`src/rtl/mem_port_arbiter.sv`:
```
// Arbitrates one single-port SRAM between an instruction-fetch port and a data port.
// Data wins by default; a starvation counter forces a fetch grant after repeated losses.
module mem_port_arbiter #(
    parameter int unsigned XLEN          = 32,
    parameter logic [2:0]  FETCH_RD_CTRL = 3'b010,
    parameter int unsigned STARVE_MAX    = 4
) (
    input  logic            clk,
    input  logic            rst_n,

    input  logic            if_req_valid,
    input  logic [XLEN-1:0] if_req_addr,
    output logic            if_req_ready,
    output logic            if_resp_valid,
    output logic [XLEN-1:0] if_resp_data,

    input  logic            d_req_valid,
    input  logic [2:0]      d_req_rd_ctrl,
    input  logic [1:0]      d_req_wr_ctrl,
    input  logic [XLEN-1:0] d_req_addr,
    input  logic [XLEN-1:0] d_req_wdata,
    output logic            d_req_ready,
    output logic            d_resp_valid,
    output logic [XLEN-1:0] d_resp_data,

    output logic [2:0]      sram_rd_ctrl,
    output logic [1:0]      sram_wr_ctrl,
    output logic [XLEN-1:0] sram_addr,
    output logic [XLEN-1:0] sram_wdata,
    input  logic [XLEN-1:0] sram_rdata
);

    localparam int unsigned CNT_W = (STARVE_MAX < 1) ? 1 : $clog2(STARVE_MAX + 1);
    localparam logic [CNT_W-1:0] CNT_MAX = CNT_W'(STARVE_MAX);

    typedef enum logic [1:0] {
        IDLE    = 2'd0,
        RESP_IF = 2'd1,
        RESP_D  = 2'd2
    } state_e;

    state_e           r_state;
    state_e           w_state_nxt;
    logic [CNT_W-1:0] r_starve_cnt;
    logic [CNT_W-1:0] w_starve_nxt;
    logic             r_d_wr;
    logic             r_d_nop;

    logic             w_fetch_forced;
    logic             w_if_grant;
    logic             w_d_grant;
    logic             w_d_wr;
    logic             w_d_nop;

    // Grants are masked while in reset so no request is accepted during it.
    assign w_fetch_forced = (r_starve_cnt == CNT_MAX);
    assign w_if_grant     = rst_n && if_req_valid && (!d_req_valid || w_fetch_forced);
    assign w_d_grant      = rst_n && d_req_valid && !w_if_grant;
    assign w_d_wr         = (d_req_wr_ctrl != 2'b00);
    assign w_d_nop        = (d_req_wr_ctrl == 2'b00) && (d_req_rd_ctrl == 3'b000);

    always_comb begin
        if (!if_req_valid || w_if_grant) begin
            w_starve_nxt = '0;
        end else if (w_d_grant && (r_starve_cnt != CNT_MAX)) begin
            w_starve_nxt = r_starve_cnt + CNT_W'(1);
        end else begin
            w_starve_nxt = r_starve_cnt;
        end
    end

    // NOTE: state registers use non-blocking assignments so every flop samples
    // the pre-edge values regardless of process ordering.
    always_ff @(posedge clk) begin
        if (!rst_n) begin
            r_state      <= IDLE;
            r_starve_cnt <= '0;
            r_d_wr       <= 1'b0;
            r_d_nop      <= 1'b0;
        end else begin
            r_state      <= w_state_nxt;
            r_starve_cnt <= w_starve_nxt;
            if (w_d_grant) begin
                r_d_wr  <= w_d_wr;
                r_d_nop <= w_d_nop;
            end
        end
    end

    // NOTE: every output of this block is given a default first, so no path
    // through the case statements can leave a latch behind.
    always_comb begin
        w_state_nxt   = IDLE;
        if_req_ready  = w_if_grant;
        d_req_ready   = w_d_grant;
        if_resp_valid = 1'b0;
        if_resp_data  = '0;
        d_resp_valid  = 1'b0;
        d_resp_data   = '0;
        sram_rd_ctrl  = 3'b000;
        sram_wr_ctrl  = 2'b00;
        sram_addr     = '0;
        sram_wdata    = '0;

        if (w_if_grant) begin
            w_state_nxt  = RESP_IF;
            sram_rd_ctrl = FETCH_RD_CTRL;
            sram_addr    = if_req_addr;
        end else if (w_d_grant) begin
            w_state_nxt  = RESP_D;
            sram_rd_ctrl = w_d_wr ? 3'b000 : d_req_rd_ctrl;
            sram_wr_ctrl = d_req_wr_ctrl;
            sram_addr    = d_req_addr;
            sram_wdata   = d_req_wdata;
        end

        // A response still pending when reset arrives is dropped.
        if (rst_n) begin
            case (r_state)
                RESP_IF: begin
                    if_resp_valid = 1'b1;
                    if_resp_data  = sram_rdata;
                end
                RESP_D: begin
                    d_resp_valid = 1'b1;
                    if (!r_d_wr && !r_d_nop) begin
                        d_resp_data = sram_rdata;
                    end
                end
                default: begin
                    if_resp_valid = 1'b0;
                    d_resp_valid  = 1'b0;
                end
            endcase
        end
    end

endmodule

```
`config.mk`:
```
export PLATFORM = sky130hd
export DESIGN_NAME = mem_port_arbiter
export DESIGN_NICKNAME = d
export VERILOG_FILES = /design/src/rtl/mem_port_arbiter.sv
export SDC_FILE = /design/constraint.sdc
export NUM_CORES = 1
export LEC_CHECK = 0
export ABC_CLOCK_PERIOD_IN_PS = 2300
export BUFFER_PORTS_ARGS = -buffer_cell sky130_fd_sc_hd__buf_4
export CAP_MARGIN = 20
export CORE_AREA = 2 2 106 108
export CTS_CLUSTER_DIAMETER = 30
export DETAILED_ROUTE_END_ITERATION = 8
export DIE_AREA = 0 0 108 110
export GPL_TIMING_DRIVEN = 0
export SYNTH_ARGS = -nofsm -noshare
export SYNTH_HDL_FRONTEND = slang
export SYNTH_SLANG_ARGS = --single-unit
```
`constraint.sdc`:
```
create_clock -name clk -period 2.3 [get_ports clk]
set_clock_uncertainty 0.2 [all_clocks]
set_input_delay 0.46 -clock clk [delete_from_list [all_inputs] [get_ports clk]]
set_output_delay 0.46 -clock clk [all_outputs]
set_load 0.05 [all_outputs]
```
==> flow_summary.toml <==
[run_status]
status = "complete, but fails checks"
violations = "negative setup slack"

[synthesis]
syn_area_um2 = 1410
netlist.area_leader.share_pct = 34.5
ys_ff_latch = 7
syn_inst = 187
avgSynthCellArea_um2 = 7.56
yosys_warnings = 0
ys_top_cells_by_area = "and2_1 (35%), a22o_1 (20%), and2_4 (12%)"
synth.distinct_cells = 26
synth_top_cell_by_area = "and2_1"
syn_nets = 326
ys_seq_area_share_pct = 9.91

[final_layout]
fin_area_um2 = 4340
area_delta_synth_final_pct = 207
nNetsFinal = 615
regArea_um2 = 143
drive_gt1_share_pct = 76.8
antenna-diode-count = 0
fill_cells = 1082
final_cell_count_no_fill = 615
multiInputGateArea_um2 = 1260

[sta]
rsz0062_at_grt = "yes"
min_period_ns = 2.36
final_max_slew_viol_count = 0
fmax_ghz = 0.424
hold_ws_ns = 0.281
min_period_over_period_pct = 103
hold_viol_final = 0
relSlewSlack_pct = 84.2
worst_pin_slew_ns = 0.236
setup_ws_ns = -0.0580
setup_viol = 41

[setup_path]
cp.required_ns = 1.64
critical_path_class = "flip-flop to output port"
worstReg2RegStart = "r_starve_cnt[0]"
worst_setup_path_start_kind = "flip-flop"
worstPathArrival_ns = 1.70
max_stage_delay_ns = 0.33
cp_max_fo = 10
cp_slowest_cell = "dfxtp_2"
critPathLaunch = "r_starve_cnt[1]"
critical_path.endpoint_type = "output port"
crit_path_frequent_cell = "buf_8"
crit_path_cell_trace = "inv_2, ha_4, nand3_4, and3_4, buf_8, buf_8, and2_4, buf_8"

[global_routing]
overflow = 0
grt_usage_pct = 13.0
grt_max_degree = 11
antenna_found_initial = 0
grt_pass1_vias = 2401
grt_pass1_wl_um = 12000

[power]
comb_power_share_pct = 74.4
internal-power_mw = 0.656
powerDensity_nw_per_um2 = 271
ir_worst_vdd_mv = 0.163
p_total_mw = 1.18
pwr-share-clk_pct = 14.6
seq_power_share_pct = 11.0
power_switching_mw = 0.519
p_leak_nw = 2.29
netSwitchingFraction_pct = 44.2

[floorplanning]
io_pins = 274
rows = 38
fp.coreArea_um2 = 10700
start_util_pct = 13.2
die_w_um = 108
die_y_um = 110
die_area_um2 = 11900

[drt]
vias = 2467
drt-wirelength-per-cell_um = 14.5
dr.pass1.iters = 4
viasPerCell = 4.01
drc = 0
drtAntennaViolNets = 0
drt_wl_total_um = 8930
first_iter_violations = 38

[placed_design]
placed_cell_area_um2 = 3680
dp.cells = 599
place_ws_ns = -0.384
hpwl_um = 7560
portBuffers = 272
gp_congestion = 0.755

[clock_tree]
cts_max_level = 1
cts_made_buffers = 3
clkSlewWorstSetupHoldPaths_ns = 0.04
cts_tree = "built"
clk_latency_ns = 0.22
hold_buffers = 0
root_buffer = "clkbuf_8"
cts.sinks = 7
ctsLongestPathBuffers = 2

[min_path]
hold_class = "primary input to flip-flop"
min_from = "d_req_valid"

[flow_run]
cap_viol_max_count = 0
[repair_timing]
item / CTS / global route
setup endpoints to repair: 122 / 98
gates cloned: 3 / 1
pin swaps: 20 / 8
resized for setup: 103 / 43
setup buffers: 8 / 2
[cells in the final DEF (no fill, tap or decap), drive strengths merged, types with 2 or more instances in the layout]
| cell | instances |
|---|---|
| nand3 | 2 |
| clkbuf | 7 |
| and2 | 98 |
| dfxtp | 7 |
| a21oi | 3 |
| ha | 2 |
| buf | 299 |
| and3 | 4 |
| nand2 | 5 |
| nor3b | 2 |
| nor2 | 3 |
| inv | 3 |
| a22o | 32 |
[power groups by stage]
stage	combinational (mW)	clock [mW]	sequential (mW)
after floorplan	0.435	0	0.130
after global placement	0.769	0	0.130
after detailed placement	0.775	0	0.130
after CTS	0.856	0.177	0.129
after global routing	0.914	0.185	0.130
final	0.874	0.171	0.129
[state kept, by name, indices dropped and copies added (netlist names)]
signal,cells
r_starve_cnt,3
r_state,2
r_d_nop,1
r_d_wr,1
[layout make-up]
class,instances,area share [%]
multi-input cells,159,29.1
plain buffers,16,3.55
inverters,3,0.260
flip-flops and latches,7,3.29
well taps,140,4.04
clock buffers,4,1.04
repair buffers,286,58.8
[per-layer routing]
metal | global-route usage, % | part of all wire (%) | vias to the layer above | wire, um
met5 | 0 | 0 | - | 0
met4 | 2.75 | 0.73 | 0 | 65
met3 | 2.82 | 9.7 | 5 | 864
met2 | 26.1 | 55 | 163 | 4890
met1 | 13.7 | 35 | 1092 | 3110
li1 | - | - | 1207 | -
[stage by stage]
step	setup TNS (ns)	utilization, %
global placement	-12.44	34.4
finish	-1.28	40.5
floorplan	-0.0430	-
global route	-6.01	40.5
detailed placement	-15.24	34.4
CTS	-2.17	39.1
[worst max-delay path, delay by kind of cell, from the launching register on]
family	cells	cell delay, ns
flip-flops	1	0.33
adder cells (fa/ha/maj)	1	0.17
AND/OR/NAND/NOR	3	0.52
buffers and inverters	4	0.45
[logic make-up (layout without fill, tap and decap cells)]
group | after synthesis | in the layout | synth area share [%]
adder cells (fa/ha/maj) | 2 | 2 | 1.77
AO/OA/AOI/OAI | 38 | 38 | 22.9
multiplexers | 1 | 1 | 0.708
flip-flops | 7 | 7 | 9.91
AND/OR/NAND/NOR | 118 | 118 | 56.0
buffers and inverters | 21 | 309 | 8.67
[cells in the mapped netlist (all sizes together)]
library cell	instances
and2	98
a22o	32
buf	11
clkbuf	7
dfxtp	7
nand2	5
and3	4
a21oi	3
inv	3
nor2	3
ha	2
nand3	2
nor3b	2
a21o	1
and3b	1
and4bb	1
mux2i	1
nor4	1
o211a	1
o21bai	1
or4b	1
[final timing paths]
kind                      to  slack [ns]  cells past startpoint
max           sram_wdata[29]       -0.06                      8
max reg2reg           r_d_wr        0.78                      6
min reg2reg  r_starve_cnt[0]        0.32                      2
min               r_state[0]        0.28                      2
Note: power is estimated with default switching activity, not from simulation.
